==> config.mk <==
export PLATFORM = sky130hd
export DESIGN_NAME = ibex_wb_buffer
export DESIGN_NICKNAME = d
export VERILOG_FILES = /design/src/rtl/ibex_pkg.sv /design/src/rtl/ibex_wb_fwd_match.sv /design/src/rtl/ibex_wb_buffer.sv
export SDC_FILE = /design/constraint.sdc
export NUM_CORES = 1
export LEC_CHECK = 0
export BUFFER_PORTS_ARGS = -buffer_cell sky130_fd_sc_hd__buf_2
export CORE_UTILIZATION = 56
export CTS_CLUSTER_DIAMETER = 60
export DETAILED_ROUTE_END_ITERATION = 6
export GPL_TIMING_DRIVEN = 0
export PLACE_DENSITY_LB_ADDON = 0.05
export SLEW_MARGIN = 0
export SYNTH_ARGS = -nofsm -noshare
export SYNTH_HDL_FRONTEND = slang
export SYNTH_HIERARCHICAL = 1
export SYNTH_SLANG_ARGS = --single-unit
==> constraint.sdc <==
create_clock -name clk_i -period 4.6 [get_ports clk_i]
set_input_delay 0.46 -clock clk_i [delete_from_list [all_inputs] [get_ports clk_i]]
set_output_delay 0.46 -clock clk_i [all_outputs]
set_load 0.02 [all_outputs]
==> src/rtl/ibex_pkg.sv <==
// Shared types and constants for the writeback buffer.
package ibex_pkg;

    localparam int unsigned WbDepthDefault = 2;
    localparam int unsigned RegAddrW       = 5;
    localparam int unsigned DataW          = 32;

    // One writeback buffer slot
    typedef struct packed {
        logic                valid;
        logic                we;
        logic [RegAddrW-1:0] waddr;
        logic [DataW-1:0]    wdata;
        logic                is_load;
        logic                data_rdy;
        logic                err;
    } wb_entry_t;

endpackage

==> src/rtl/ibex_wb_fwd_match.sv <==
// Youngest-first forwarding search over the writeback buffer entries.
module ibex_wb_fwd_match
    import ibex_pkg::*;
#(
    parameter int unsigned Depth = WbDepthDefault
) (
    input  wb_entry_t [Depth-1:0]                     entries_i,
    input  logic [((Depth > 1) ? $clog2(Depth) : 1)-1:0] tail_i,
    input  logic [4:0]                                raddr_i,
    output logic                                      hit_o,
    output logic                                      stall_o,
    output logic [31:0]                               wdata_o
);

    localparam int unsigned PtrW = (Depth > 1) ? $clog2(Depth) : 1;

    logic [PtrW-1:0] scan_idx;
    logic            unused_fields;

    // Walk oldest to youngest starting at the tail so the last match (youngest) wins
    always_comb begin
        hit_o    = 1'b0;
        stall_o  = 1'b0;
        wdata_o  = '0;
        scan_idx = '0;
        for (int unsigned k = 0; k < Depth; k++) begin
            scan_idx = PtrW'((32'(tail_i) + k) % Depth);
            if (entries_i[scan_idx].valid && entries_i[scan_idx].we &&
                (entries_i[scan_idx].waddr != '0) &&
                (entries_i[scan_idx].waddr == raddr_i)) begin
                hit_o   = entries_i[scan_idx].data_rdy;
                stall_o = !entries_i[scan_idx].data_rdy;
                wdata_o = entries_i[scan_idx].data_rdy ? entries_i[scan_idx].wdata : '0;
            end
        end
    end

    // Load/error flags play no part in the lookup
    always_comb begin
        unused_fields = 1'b0;
        for (int unsigned k = 0; k < Depth; k++) begin
            unused_fields = unused_fields ^ entries_i[k].is_load ^ entries_i[k].err;
        end
    end

endmodule

==> src/rtl/ibex_wb_buffer.sv <==
// In-order writeback buffer between EX and the register file write port.
// Optional forwarding lookup enabled by defining IBEX_WB_FWD_EN.
module ibex_wb_buffer
    import ibex_pkg::*;
#(
    parameter int unsigned Depth = WbDepthDefault
) (
    input  logic        clk_i,
    input  logic        rst_i,
    input  logic        ex_valid_i,
    output logic        ex_ready_o,
    input  logic        ex_we_i,
    input  logic [4:0]  ex_waddr_i,
    input  logic [31:0] ex_wdata_i,
    input  logic        ex_is_load_i,
    input  logic        lsu_resp_valid_i,
    input  logic        lsu_resp_err_i,
    input  logic [31:0] lsu_rdata_i,
    input  logic        flush_i,
    output logic        rf_we_o,
    output logic [4:0]  rf_waddr_o,
    output logic [31:0] rf_wdata_o,
    output logic        instr_done_o,
    output logic        load_err_o,
    input  logic [4:0]  fwd_raddr_i,
    output logic        fwd_hit_o,
    output logic        fwd_stall_o,
    output logic [31:0] fwd_wdata_o
);

    localparam int unsigned PtrW = (Depth > 1) ? $clog2(Depth) : 1;
    localparam int unsigned CntW = $clog2(Depth + 1);

    wb_entry_t [Depth-1:0] entries_q, entries_d;
    logic [PtrW-1:0]       head_q, head_d, tail_q, tail_d;
    logic [CntW-1:0]       count_q, count_d;

    logic            fill_found;
    logic [PtrW-1:0] fill_idx, pend_idx;
    wb_entry_t       head_entry, new_entry;
    logic            resp_to_head, head_err, retire, enq;
    logic [31:0]     head_wdata;
    logic            unused_head;

    function automatic logic [PtrW-1:0] ptr_inc(input logic [PtrW-1:0] ptr);
        return (ptr == PtrW'(Depth - 1)) ? '0 : ptr + PtrW'(1);
    endfunction

    assign ex_ready_o = (count_q != CntW'(Depth));

    // Locate the oldest stored load still waiting for its data
    always_comb begin
        fill_found = 1'b0;
        fill_idx   = '0;
        pend_idx   = '0;
        for (int unsigned k = 0; k < Depth; k++) begin
            pend_idx = PtrW'((32'(head_q) + k) % Depth);
            if (!fill_found && entries_q[pend_idx].valid &&
                entries_q[pend_idx].is_load && !entries_q[pend_idx].data_rdy) begin
                fill_found = 1'b1;
                fill_idx   = pend_idx;
            end
        end
    end

    // Head retire decision; a response for the head load bypasses straight to the RF
    always_comb begin
        head_entry   = entries_q[head_q];
        resp_to_head = lsu_resp_valid_i && fill_found && (fill_idx == head_q);
        head_err     = resp_to_head ? lsu_resp_err_i : head_entry.err;
        head_wdata   = resp_to_head ? lsu_rdata_i : head_entry.wdata;
        retire       = head_entry.valid && (head_entry.data_rdy || resp_to_head) && !flush_i;
        enq          = ex_valid_i && ex_ready_o && !flush_i;
    end

    assign unused_head  = head_entry.is_load;
    assign rf_we_o      = retire && head_entry.we && !head_err;
    assign rf_waddr_o   = retire ? head_entry.waddr : '0;
    assign rf_wdata_o   = retire ? head_wdata : '0;
    assign instr_done_o = retire;
    assign load_err_o   = retire && head_err;

    // Next buffer contents: response fill, head pop, tail push
    always_comb begin
        entries_d = entries_q;
        head_d    = head_q;
        tail_d    = tail_q;
        count_d   = count_q;
        new_entry = '0;
        if (flush_i) begin
            entries_d = '0;
            head_d    = '0;
            tail_d    = '0;
            count_d   = '0;
        end else begin
            if (lsu_resp_valid_i && fill_found && !resp_to_head) begin
                entries_d[fill_idx].wdata    = lsu_rdata_i;
                entries_d[fill_idx].data_rdy = 1'b1;
                entries_d[fill_idx].err      = lsu_resp_err_i;
            end
            if (retire) begin
                entries_d[head_q] = '0;
                head_d            = ptr_inc(head_q);
            end
            if (enq) begin
                new_entry.valid   = 1'b1;
                new_entry.we      = ex_we_i;
                new_entry.waddr   = ex_waddr_i;
                new_entry.is_load = ex_is_load_i;
                if (!ex_is_load_i) begin
                    new_entry.wdata    = ex_wdata_i;
                    new_entry.data_rdy = 1'b1;
                end else if (lsu_resp_valid_i && !fill_found) begin
                    new_entry.wdata    = lsu_rdata_i;
                    new_entry.data_rdy = 1'b1;
                    new_entry.err      = lsu_resp_err_i;
                end
                entries_d[tail_q] = new_entry;
                tail_d            = ptr_inc(tail_q);
            end
            count_d = count_q + CntW'(enq) - CntW'(retire);
        end
    end

    // Buffer state registers
    always_ff @(posedge clk_i) begin
        if (rst_i) begin
            entries_q <= '0;
            head_q    <= '0;
            tail_q    <= '0;
            count_q   <= '0;
        end else begin
            entries_q <= entries_d;
            head_q    <= head_d;
            tail_q    <= tail_d;
            count_q   <= count_d;
        end
    end

`ifdef IBEX_WB_FWD_EN
    ibex_wb_fwd_match #(
        .Depth (Depth)
    ) u_fwd_match (
        .entries_i (entries_q),
        .tail_i    (tail_q),
        .raddr_i   (fwd_raddr_i),
        .hit_o     (fwd_hit_o),
        .stall_o   (fwd_stall_o),
        .wdata_o   (fwd_wdata_o)
    );
`else
    logic unused_fwd_raddr;
    assign unused_fwd_raddr = ^fwd_raddr_i;
    assign fwd_hit_o        = 1'b0;
    assign fwd_stall_o      = 1'b0;
    assign fwd_wdata_o      = '0;
`endif

    // Every LSU response must land on a pending load
    resp_not_dropped: assert property (@(posedge clk_i) disable iff (rst_i)
        lsu_resp_valid_i |-> (fill_found || (enq && ex_is_load_i)));

    // Flushing with an outstanding load would orphan its response
    flush_no_pending: assert property (@(posedge clk_i) disable iff (rst_i)
        flush_i |-> !fill_found);

endmodule

## Word-level counts from Yosys, hierarchy flattened

Cells that the tools add are included.

- Memories kept: 0
- Bits in registers: 88
- Latch bits: 0
- Bits in writable memories: 0
- Memory bits (read-only): 0
- Logic and storage cells: 105

- Multiply operators: 0
- Reduce and logical (&&, ||, !) cells: 28
- Bitwise operators: 2
- Div/mod/pow operators: 0
- Mux-type cells: 44
- Shift-type cells: 0
- Equal/unequal tests: 2
- Add/sub/neg operators: 5
- $lt $le $gt $ge: 7

Operators with widths:

| cell | number |
|---|---|
| two-way mux 84 bit | 5 |
| bitwise mux 84 bit | 4 |
| two-way mux 42 bit | 6 |
| demux 42 bit (select 1 bit) | 5 |
| two-way mux 32 bit | 6 |
| bitwise AND 84 bit | 1 |
| NOT 84 bit | 1 |
| two-way mux 35 bit | 1 |
| logical AND 1 bit | 19 |
| two-way mux 1 bit | 14 |
| < comparator 1 x 2 -> 1 bit, second input constant | 4 |
| logical NOT 1 bit | 7 |
| two-way mux 5 bit | 1 |
| two-way mux 2 bit | 2 |
| adder 1 bit, second input constant | 3 |
| >= comparator 1 bit, second input constant | 3 |
| adder 2 x 1 -> 2 bit | 1 |
| inequality test 2 bit, second input constant | 1 |
| OR reduction 2 bit | 1 |
| subtractor 2 x 1 -> 2 bit | 1 |
| == test 1 bit | 1 |
| logical OR 1 bit | 1 |

## Logic depth before layout (Yosys ltp)

Gate-level depths: netlist (run 1).

- Word-level depth: 24
- Gate-level depth with buffers: 10
- Depth with buffers taken out: 8

## Worst setup path before layout (run 1)

No wires, ideal clock.

- Kind: input to output
- Start point: in lsu_resp_valid_i
- End point: out rf_wdata_o[16]
- Data arrival time: 1.890 ns
- Buffers on the path: 2
- Required time: 4.140 ns
- Slack: 2.250 ns
- Cell stages on the path: 5
- Cell sequence: a21oi_1 a2111o_1 clkbuf_1 buf_2 a211oi_1

- Cells in the longest elaborated chain, start to end: 6
- Elaborated cells between the ends (all ways): 7

Ends and longest elaborated chain:

| element | RTL line | RTL |
|---|---|---|
| start, declared | ibex_wb_buffer.sv:16 | `input logic lsu_resp_valid_i,` |
| logical AND 1 bit (*) (2 in series) | ibex_wb_buffer.sv:69 | `resp_to_head = lsu_resp_valid_i && fill_found && (fill_idx == head_q);` |
| logical OR 1 bit | ibex_wb_buffer.sv:72 | `retire = head_entry.valid && (head_entry.data_rdy \|\| resp_to_head) && !flush_i;` |
| logical AND 1 bit (2 in series) | ibex_wb_buffer.sv:72 |  |
| two-way mux 32 bit (*) | ibex_wb_buffer.sv:79 | `assign rf_wdata_o = retire ? head_wdata : '0;` |
| end, declared | ibex_wb_buffer.sv:22 | `output logic [31:0] rf_wdata_o,` |

Mark *: on every way between the ends. The rest lies on a longest branch, timed or not.

## Final worst setup path (run 1)

- Start point: reg head_q
- End point: out rf_wdata_o[30]

- Cells in the longest elaborated chain, start to end: 16
- Elaborated cells between the ends (all ways): 25

Ends and longest elaborated chain:

| element | RTL line | RTL |
|---|---|---|
| start, declared | ibex_wb_buffer.sv:35 | `logic [PtrW-1:0] head_q, head_d, tail_q, tail_d;` |
| start signal, assigned | ibex_wb_buffer.sv:129 | `head_q <= '0;` |
| start signal, assigned | ibex_wb_buffer.sv:134 | `head_q <= head_d;` |
| two-way mux 42 bit (not written as such) (2 in series) | ibex_wb_buffer.sv:58, ibex_wb_buffer.sv:68 |  |
| logical AND 1 bit / logical NOT 1 bit (equally long branches) | ibex_wb_buffer.sv:58, ibex_wb_buffer.sv:59 |  |
| logical AND 1 bit | ibex_wb_buffer.sv:59 | `entries_q[pend_idx].is_load && !entries_q[pend_idx].data_rdy) begin` |
| two-way mux 1 bit | ibex_wb_buffer.sv:58 | `if (!fill_found && entries_q[pend_idx].valid &&` |
| logical NOT 1 bit | ibex_wb_buffer.sv:58 |  |
| logical AND 1 bit (2 in series) | ibex_wb_buffer.sv:58 |  |
| logical AND 1 bit | ibex_wb_buffer.sv:59 |  |
| two-way mux 1 bit | ibex_wb_buffer.sv:58 |  |
| == test 1 bit / logical AND 1 bit (equally long branches) | ibex_wb_buffer.sv:69 |  |
| logical AND 1 bit | ibex_wb_buffer.sv:69 |  |
| logical OR 1 bit | ibex_wb_buffer.sv:72 |  |
| logical AND 1 bit (2 in series) | ibex_wb_buffer.sv:72 |  |
| two-way mux 32 bit (*) | ibex_wb_buffer.sv:79 |  |

Mark *: on every way between the ends. The rest lies on a longest branch, timed or not. The select of a mux whose other input is x is not followed.

==> results.ini, run 1 <==
[clock_tree]
cts_tree=done
cts.repair.resized=0
holdBufCountCts=0
clk_path_buf_depth=2
cts_made_buffers=9
clock-root-buffer=clkbuf_8
clock_sink_count=88
postCtsSetupRepairBufs=0
clk_pin_slew_worst_paths_ns=0.09
htreeDepth=3
clk_latency_ns=0.36

[detailed_routing]
viasPerCell=6.04
drt-initial-drc-count=383
wl_per_cell_um=17.7
drt-met1-wl_um=6370
drc=7
routed.top_layer=met4
dr_wl_met3_um=1200
wl_um=15300
ant_nets=0
routed-wl-met2_um=7430
via_count=5246
firstDrtPassIters=7

[synth]
syn_area_um2=5150
ys_types=41
synth_edf_count=0
synthFlopType=dfxtp_1
yosysWarnings=6
yosys_register_bits=88
async_flop_share_pct=0
synth_cells=595
syn_area_per_cell_um2=8.66
ys_seq_area_share_pct=34.2

[critical_path]
cp.arrival_ns=2.58
critPathCaptureType=output port
required_ns=4.14
critPathMaxFanout=10
crit_path_start_kind=flop
crit-reg2reg-launch=head_q
path_class=reg2out
crit_start=head_q

[sta]
timing.setup.tns_ns=0
fin_crit_sh_pct=66.1
period_minus_slack_ns=3.04
relSlewSlack_pct=51.9
finalHoldViolations=0
holdWs_ns=0.333
finalMaxSlewViolations=0
skew_ns=0.0102
setup_violations=0
rsz0062_at_grt=no
worst_pin_slew_ns=0.717
max_freq_mhz=329

[placement]
dpl_cell_area_um2=5990
port-buffer-count=117
place.gp.congestion=0.920
place_inst=853
dpl.hpwl_um=10800

[floorplan]
die_w_um=97.9
io-pin-count=157
core_area_um2=8810
fp.dieH_um=97.9
start_util_pct=58.5
rows=34
fp.dieArea_um2=9580

[global_routing]
grt_pass1_vias=4971
grt_pass1_wl_um=24200
grt_overflow_total=0
grt_antenna_before_repair=0
track_usage_pct=31.4
grt_start_max_net_pins=16

[power]
power_leakage_uw=0.00253
ir_drop_uv=179
power-per-cell-area_nw_per_um2=246

[layout]
n_antenna_cell=0
stdcell_count=868
syn2layout_area_growth_pct=20.1
multi_input_area_um2=3000
nets=839
final_cell_area_um2=6190
drive_gt1_share_pct=25.3
fillers=745
ff_latch_area_um2=1760

[flow_run]
drv_cap=0

[run_status]
violations=DRC
outcome=complete, but fails checks

[hold_path]
min_path_type=in2reg
hp-start=ex_we_i

-- registers in the layout, indices dropped and copies added, names as in the netlist --
name       cells
tail_q         1
count_q        2
head_q         1
entries_q     84
-- cell usage in the layout (no fill, tap or decap), types with 3 or more instances in the layout --
cell type  Yosys  routed
dfxtp_1       88      88
nand2_1       19      19
a22o_1         3       3
nor2b_1       34      34
mux2i_1      105     105
clkbuf_1      31      31
buf_2         17     134
a21oi_1       21      21
and2_1         5       5
a31oi_1       32      32
buf_4         36      36
o22ai_1       64      64
buf_6          3       3
or3_1          5       5
nand3_1       19      19
conb_1         1      34
o21ai_0        5       5
clkbuf_8       0       9
nor2_1        44      44
a211oi_1      34      34
-- worst paths after layout --
kind              slack [ns]  depth (start not counted)              to
hold / removal          0.33                          2   entries_q[82]
setup reg to reg        2.22                          8      count_q[0]
setup / recovery        1.56                          7  rf_wdata_o[30]
hold reg to reg         0.48                          2   entries_q[37]
-- synthesized netlist by cell type, types with 3 or more instances --
| master | n | area, um2 |
|---|---|---|
| mux2i_1 | 105 | 1050 |
| a22o_1 | 3 | 26.3 |
| nor2_1 | 44 | 165 |
| buf_2 | 17 | 85.1 |
| nand2_1 | 19 | 71.3 |
| dfxtp_1 | 88 | 1760 |
| clkbuf_1 | 31 | 116 |
| buf_6 | 3 | 33.8 |
| a31oi_1 | 32 | 200 |
| buf_4 | 36 | 270 |
| o21ai_0 | 5 | 25.0 |
| nand3_1 | 19 | 95.1 |
| or3_1 | 5 | 31.3 |
| nor2b_1 | 34 | 213 |
| a21oi_1 | 21 | 105 |
| and2_1 | 5 | 31.3 |
| o22ai_1 | 64 | 400 |
| a211oi_1 | 34 | 255 |
-- worst max-delay path, cell delays in order (launching register included) --
cell and delay [ns]:
dfxtp_1 0.31, buf_4 0.15, and4b_1 0.21, o21ai_1 0.33, clkbuf_1 0.49, buf_2 0.37
a211oi_1 0.16, buf_2 0.21
-- layout make-up --
type,count,share of cell area (%)
Clock buffer,9,2.00
Inverter,2,0.121
Buffer,88,8.23
Clock inverter,6,1.11
Multi-Input combinational cell,450,48.4
Timing Repair Buffer,117,9.46
Sequential cell,88,28.5
Tap cell,108,2.18
-- kinds of logic (layout without fill, tap and decap cells) --
| family | Yosys count | after routing | synth area share, % |
|---|---|---|---|
| compound gates | 165 | 165 | 20.5 |
| fa+ha+maj | 1 | 1 | 0.243 |
| buf+inv | 90 | 222 | 10.0 |
| flops | 88 | 88 | 34.2 |
| mux | 105 | 105 | 20.4 |
| other cells | 1 | 34 | 0.0728 |
| simple gates | 145 | 145 | 14.5 |
-- power breakdown --
| part | switching [uW] | total (uW) | internal, uW |
|---|---|---|---|
| combinational | 124 | 203 | 78.9 |
| clock | 292 | 544 | 252 |
| sequential | 5.17 | 775 | 770 |
| total | 421 | 1520 | 1100 |
-- routing by layer --
layer,up-vias,track usage (%)
met5,-,0
met4,0,12.7
met3,30,5.58
met2,247,52.9
met1,2519,39.6
li1,2450,-
-- stage by stage --
stage	power (uW)	utilization (%)	setup slack, ns
floorplan	915	-	2.25
global placement	985	68.1	1.85
detailed placement	989	68.1	1.84
CTS	1520	70.3	1.58
global route	1570	70.3	1.44
finish	1520	70.3	1.56
Power figures use the tool's default switching activity.
==> inputs of run 2 (changes only) <==
CORE_UTILIZATION = 52   (was 56)
clock period = 3.15 ns   (was 4.6 ns; I/O delays follow)
==> run 2 against run 1 <==
  * The flow now finishes without violations
  * Cell area grew 0.42%
  * Non-clock buffer count unchanged
  * Combinational power is 46% higher
  * Die area rose by 7.5%
  * Setup slack worse by 1.3 ns
  * First-iteration DRC count down 18%
  * Critical path type unchanged
  * Largest cell class unchanged
  * Highest routed layer unchanged
==> results.ini, run 2 (same netlist as run 1, synthesis figures left out) <==
[run_status]
outcome=completed

[detailed_routing]
drt-initial-drc-count=315
ant_nets=0
wl_um=15500
via_count=5200
firstDrtPassIters=5
viasPerCell=5.84
wl_per_cell_um=17.5
drc=0

[sta]
worst_pin_slew_ns=0.634
fin_crit_sh_pct=91.8
period_minus_slack_ns=2.89
timing.final.ws_setup_ns=0.257
skew_ns=0.0129
timing.setup.tns_ns=0
finalHoldViolations=0
rsz0062_at_grt=no
finalMaxSlewViolations=0
max_freq_mhz=346
relSlewSlack_pct=57.5
setup_violations=0

[clock_tree]
clk_path_buf_depth=2
clk_pin_slew_worst_paths_ns=0.10
cts.repair.resized=0
htreeDepth=3
cts_made_buffers=9
postCtsSetupRepairBufs=0
clk_latency_ns=0.37
clock_sink_count=88
holdBufCountCts=0
clock-root-buffer=clkbuf_8
cts_tree=done

[layout]
reg_top3=entries_q x84, count_q x2
final_cell_mix=buf_2, mux2i_1, dfxtp_1
fillers=821
largest_reg_flops=84
regMostFlops=entries_q
ff_latch_area_um2=1760
multi_input_area_um2=3000
n_antenna_cell=0
mostFrequentLayoutCell=buf_2
nets=839
drive_gt1_share_pct=25.4
syn2layout_area_growth_pct=20.7

[critical_path]
crit_buf_inv=4
crit-reg2reg-launch=head_q
required_ns=2.83
critPathSlowestCell=clkbuf_1
cp.arrival_ns=2.58
slowest_delay_ns=0.50
r2r-end=count_q[1]
path_cells=buf_4, and4b_1, o21ai_1, clkbuf_1, buf_2, a211oi_1, buf_2
cp_top_family=buffers and inverters
critPathMaxFanout=10
path_class=reg2out
r2r_slack_ns=0.74
crit_path_start_kind=flop
critPathCaptureType=output port
crit_top_cell=buf_2
ff2ff_path_depth=9

[power]
combPwrFrac_pct=13.6
power_leakage_uw=0.00252
internal-power_uw=1570
p_switching_uw=610
power-per-cell-area_nw_per_um2=351
pwr-share-seq_pct=51.8
pwr-share-clk_pct=34.6
ir_drop_uv=211
swShare_pct=27.9

[placement]
place.gp.congestion=0.891
port-buffer-count=117
dpl.hpwl_um=11000
post-place-ws_ns=0.670

[global_routing]
grt_antenna_before_repair=0
track_usage_pct=30.0
grt_pass1_vias=4794
grt_pass1_wl_um=24000
grt_overflow_total=0
grt_start_max_net_pins=16

[hold_path]
hp-start=ex_waddr_i[4]
min_to=entries_q[81]
min_path_type=in2reg
worstHoldPathCells=2

[flow_run]
drv_cap=0

[floorplan]
start_util_pct=54.7
fp.dieH_um=102
core_area_um2=9420
rows=35
io-pin-count=157
fp.dieArea_um2=10300
die_w_um=102

## run 2: changes by cell type in the layout (fill, tap and decap cells not counted), sizes merged
cell | previous run | this run
bufinv | 1 | 0
clkbuf | 40 | 42
clkinv | 2 | 3
clkinvlp | 1 | 2
inv | 4 | 2
## run 2: area by class of cell
type | instances | area share, %
plain buffers | 88 | 8.20
clock buffers | 11 | 2.44
clock inverters | 5 | 0.665
inverters | 2 | 0.121
multi-input cells | 450 | 48.2
flip-flops and latches | 88 | 28.4
well taps | 129 | 2.60
repair buffers | 117 | 9.42
## run 2: worst max-delay path by stage
stage / slack [ns] / to / start / depth (start not counted)
2_1_floorplan: 0.95 / rf_wdata_o[16] / head_q / 6
3_3_place_gp: 0.68 / rf_wdata_o[25] / lsu_resp_valid_i / 7
3_5_place_dp: 0.67 / rf_wdata_o[25] / lsu_resp_valid_i / 7
4_1_cts: 0.28 / rf_wdata_o[25] / head_q / 7
5_1_grt: 0.11 / rf_wdata_o[28] / head_q / 7
6_report: 0.26 / rf_wdata_o[27] / head_q / 7
## run 2: stage by stage
stage,std cells,hold slack [ns],instance area [um2],util (%),power (uW)
2_1_floorplan,628,0.442,5270,-,1340
3_3_place_gp,874,0.452,6020,63.9,1440
4_1_cts,890,0.182,6210,66.0,2180
5_1_grt,890,0.182,6210,66.0,2270
3_5_place_dp,874,0.460,6020,63.9,1450
6_report,890,0.190,6210,66.0,2180
## run 2: power groups by stage
stage | clock [uW] | sequential [uW] | combinational [uW]
final | 755 | 1130 | 296
after global routing | 815 | 1130 | 319
after floorplan | 0 | 1160 | 181
after detailed placement | 0 | 1160 | 288
after global placement | 0 | 1160 | 283
after CTS | 762 | 1130 | 289
## run 2: worst register-to-register path: stages, from the launching register on
cell and delay [ns]:
dfxtp_1 0.31, buf_4 0.15, and4b_1 0.20, o21ai_1 0.32, clkbuf_1 0.50, a21oi_1 0.16, o31ai_1 0.27, ha_1 0.21
nand3_1 0.08, a21oi_1 0.15
## run 2: per-layer routing
layer	wire length, um	GRT usage [%]
met1	6650	38.7
met2	7470	50.2
met3	1230	6.42
met4	184	9.14
met5	0	0
==> inputs of run 3 (changes only) <==
CORE_UTILIZATION = 50   (was 52)
clock period = 3.7 ns   (was 3.15 ns; I/O delays follow)
==> run 3 against run 2 <==
  * Total power fell by 12%
  * First-iteration DRC count rose by 21%
  * Critical path depth did not move
  * Clock skew fell by 0.0027 ns
  * Utilization fell by 2.8 points
  * Register-to-register slack improved by 0.55 ns
  * Largest cell class unchanged
  * Count of clock-buffer cells in the layout rose by 1
  * Routed wire length rose by 3.4%
  * Setup slack improved by 0.45 ns
  * Hold slack improved by 0.061 ns
  * Flip-flop and latch count did not move
==> results.ini, run 3 (same netlist as run 1, synthesis figures left out) <==
[layout]
drive_gt1_share_pct=25.2
mostFrequentLayoutCell=buf_2
n_antenna_cell=0
largest_reg_flops=84
reg_top3=entries_q x84, count_q x2
syn2layout_area_growth_pct=21.0
nets=839
final_util_pct=63.2
final_cell_area_um2=6230
final_cell_mix=buf_2, mux2i_1, dfxtp_1
regMostFlops=entries_q

[detailed_routing]
viasPerCell=5.91
firstDrtPassIters=5
via_count=5283
wl_per_cell_um=18.0
drc=0
wl_um=16100
drt-initial-drc-count=380
ant_nets=0

[power]
pwr-share-seq_pct=50.4
internal-power_uw=1400
power_leakage_uw=0.00253
ir_drop_uv=185
power-per-cell-area_nw_per_um2=307
pwr-share-clk_pct=36.4
swShare_pct=26.6
power_uw=1910
p_switching_uw=509
combPwrFrac_pct=13.2

[clock_tree]
clock-root-buffer=clkbuf_8
clk_latency_ns=0.36
htreeDepth=3
holdBufCountCts=0
postCtsSetupRepairBufs=0
clk_pin_slew_worst_paths_ns=0.09
clk_path_buf_depth=2
cts.repair.resized=0
cts_made_buffers=9
clock_sink_count=88
cts_tree=done

[floorplan]
fp.dieArea_um2=10700
rows=36
core_area_um2=9860
io-pin-count=157
die_w_um=103
start_util_pct=52.2
fp.dieH_um=103

[sta]
worst_pin_slew_ns=0.708
timing.setup.tns_ns=0
period_minus_slack_ns=3.00
finalHoldViolations=0
skew_ns=0.0101
rsz0062_at_grt=no
max_freq_mhz=334
finalMaxSlewViolations=0
setup_violations=0
relSlewSlack_pct=52.5
fin_crit_sh_pct=81.0

[critical_path]
cp.arrival_ns=2.63
path_cells=buf_4, and4b_1, o21ai_1, clkbuf_1, buf_2, a211oi_1, buf_2
critPathSlowestCell=clkbuf_1
critPathCaptureType=output port
critPathMaxFanout=10
path_class=reg2out
required_ns=3.33
slowest_delay_ns=0.51
crit_path_start_kind=flop
crit_top_cell=buf_2

[placement]
dpl_cell_area_um2=6030
port-buffer-count=117
place.gp.congestion=0.888
dpl.hpwl_um=11200

[global_routing]
grt_start_max_net_pins=15
grt_pass1_vias=4901
grt_antenna_before_repair=0
track_usage_pct=30.3
grt_overflow_total=0
grt_pass1_wl_um=24600

[flow_run]
drv_cap=0

[run_status]
outcome=completed

[hold_path]
min_path_type=in2reg

run 3: cell count changes in the layout (fill, tap and decap cells not counted):
cell	previous run	this run
clkinv_4	3	0
bufinv_16	0	1
clkbuf_1	31	32
clkinvlp_4	2	3
run 3: worst paths after layout:
check           startpoint             end  slack [ns]  depth (start not counted)
min          ex_waddr_i[3]   entries_q[80]        0.25                          3
max reg2reg         head_q      count_q[1]        1.29                          9
max                 head_q  rf_wdata_o[28]        0.70                          7
min reg2reg  entries_q[38]   entries_q[38]        0.48                          2
run 3: power groups by stage:
| stage | logic [uW] | clock network, uW | registers [uW] |
|---|---|---|---|
| floorplan | 154 | 0 | 984 |
| finish | 253 | 696 | 964 |
| detailed placement | 247 | 0 | 986 |
| global route | 274 | 735 | 965 |
| global placement | 243 | 0 | 985 |
| CTS | 248 | 699 | 963 |
run 3: layer usage:
metal	routed length, um	part of all wire, %	global-route usage, %
met1	6810	42	38.6
met2	7650	48	51.7
met3	1270	7.9	5.71
met4	319	2.0	9.64
met5	0	0	0
run 3: critical path, delay by kind of cell (launching register included):
family                 cells  cell delay (ns)
AOI/OAI and AO/OA          2             0.50
buffers and inverters      4             1.25
DFF                        1             0.31
and+or+nand+nor            1             0.20
run 3: final cells by class:
| cell class | count | area [um2] |
|---|---|---|
| inverters | 2 | 7.51 |
| clock inverters | 4 | 52.6 |
| clock buffers | 12 | 155 |
| multi-input cells | 450 | 3000 |
| repair buffers | 117 | 586 |
| fillers | 936 | 3630 |
| well taps | 133 | 166 |
| flip-flops and latches | 88 | 1760 |
| plain buffers | 88 | 509 |
run 3: metrics by stage:
| step | setup WS, ns | std cells | hold slack (ns) |
|---|---|---|---|
| after floorplan | 1.45 | 628 | 0.442 |
| after global placement | 1.12 | 878 | 0.452 |
| after detailed placement | 1.13 | 878 | 0.463 |
| after CTS | 0.714 | 894 | 0.246 |
| after global routing | 0.555 | 894 | 0.248 |
| final | 0.705 | 894 | 0.252 |
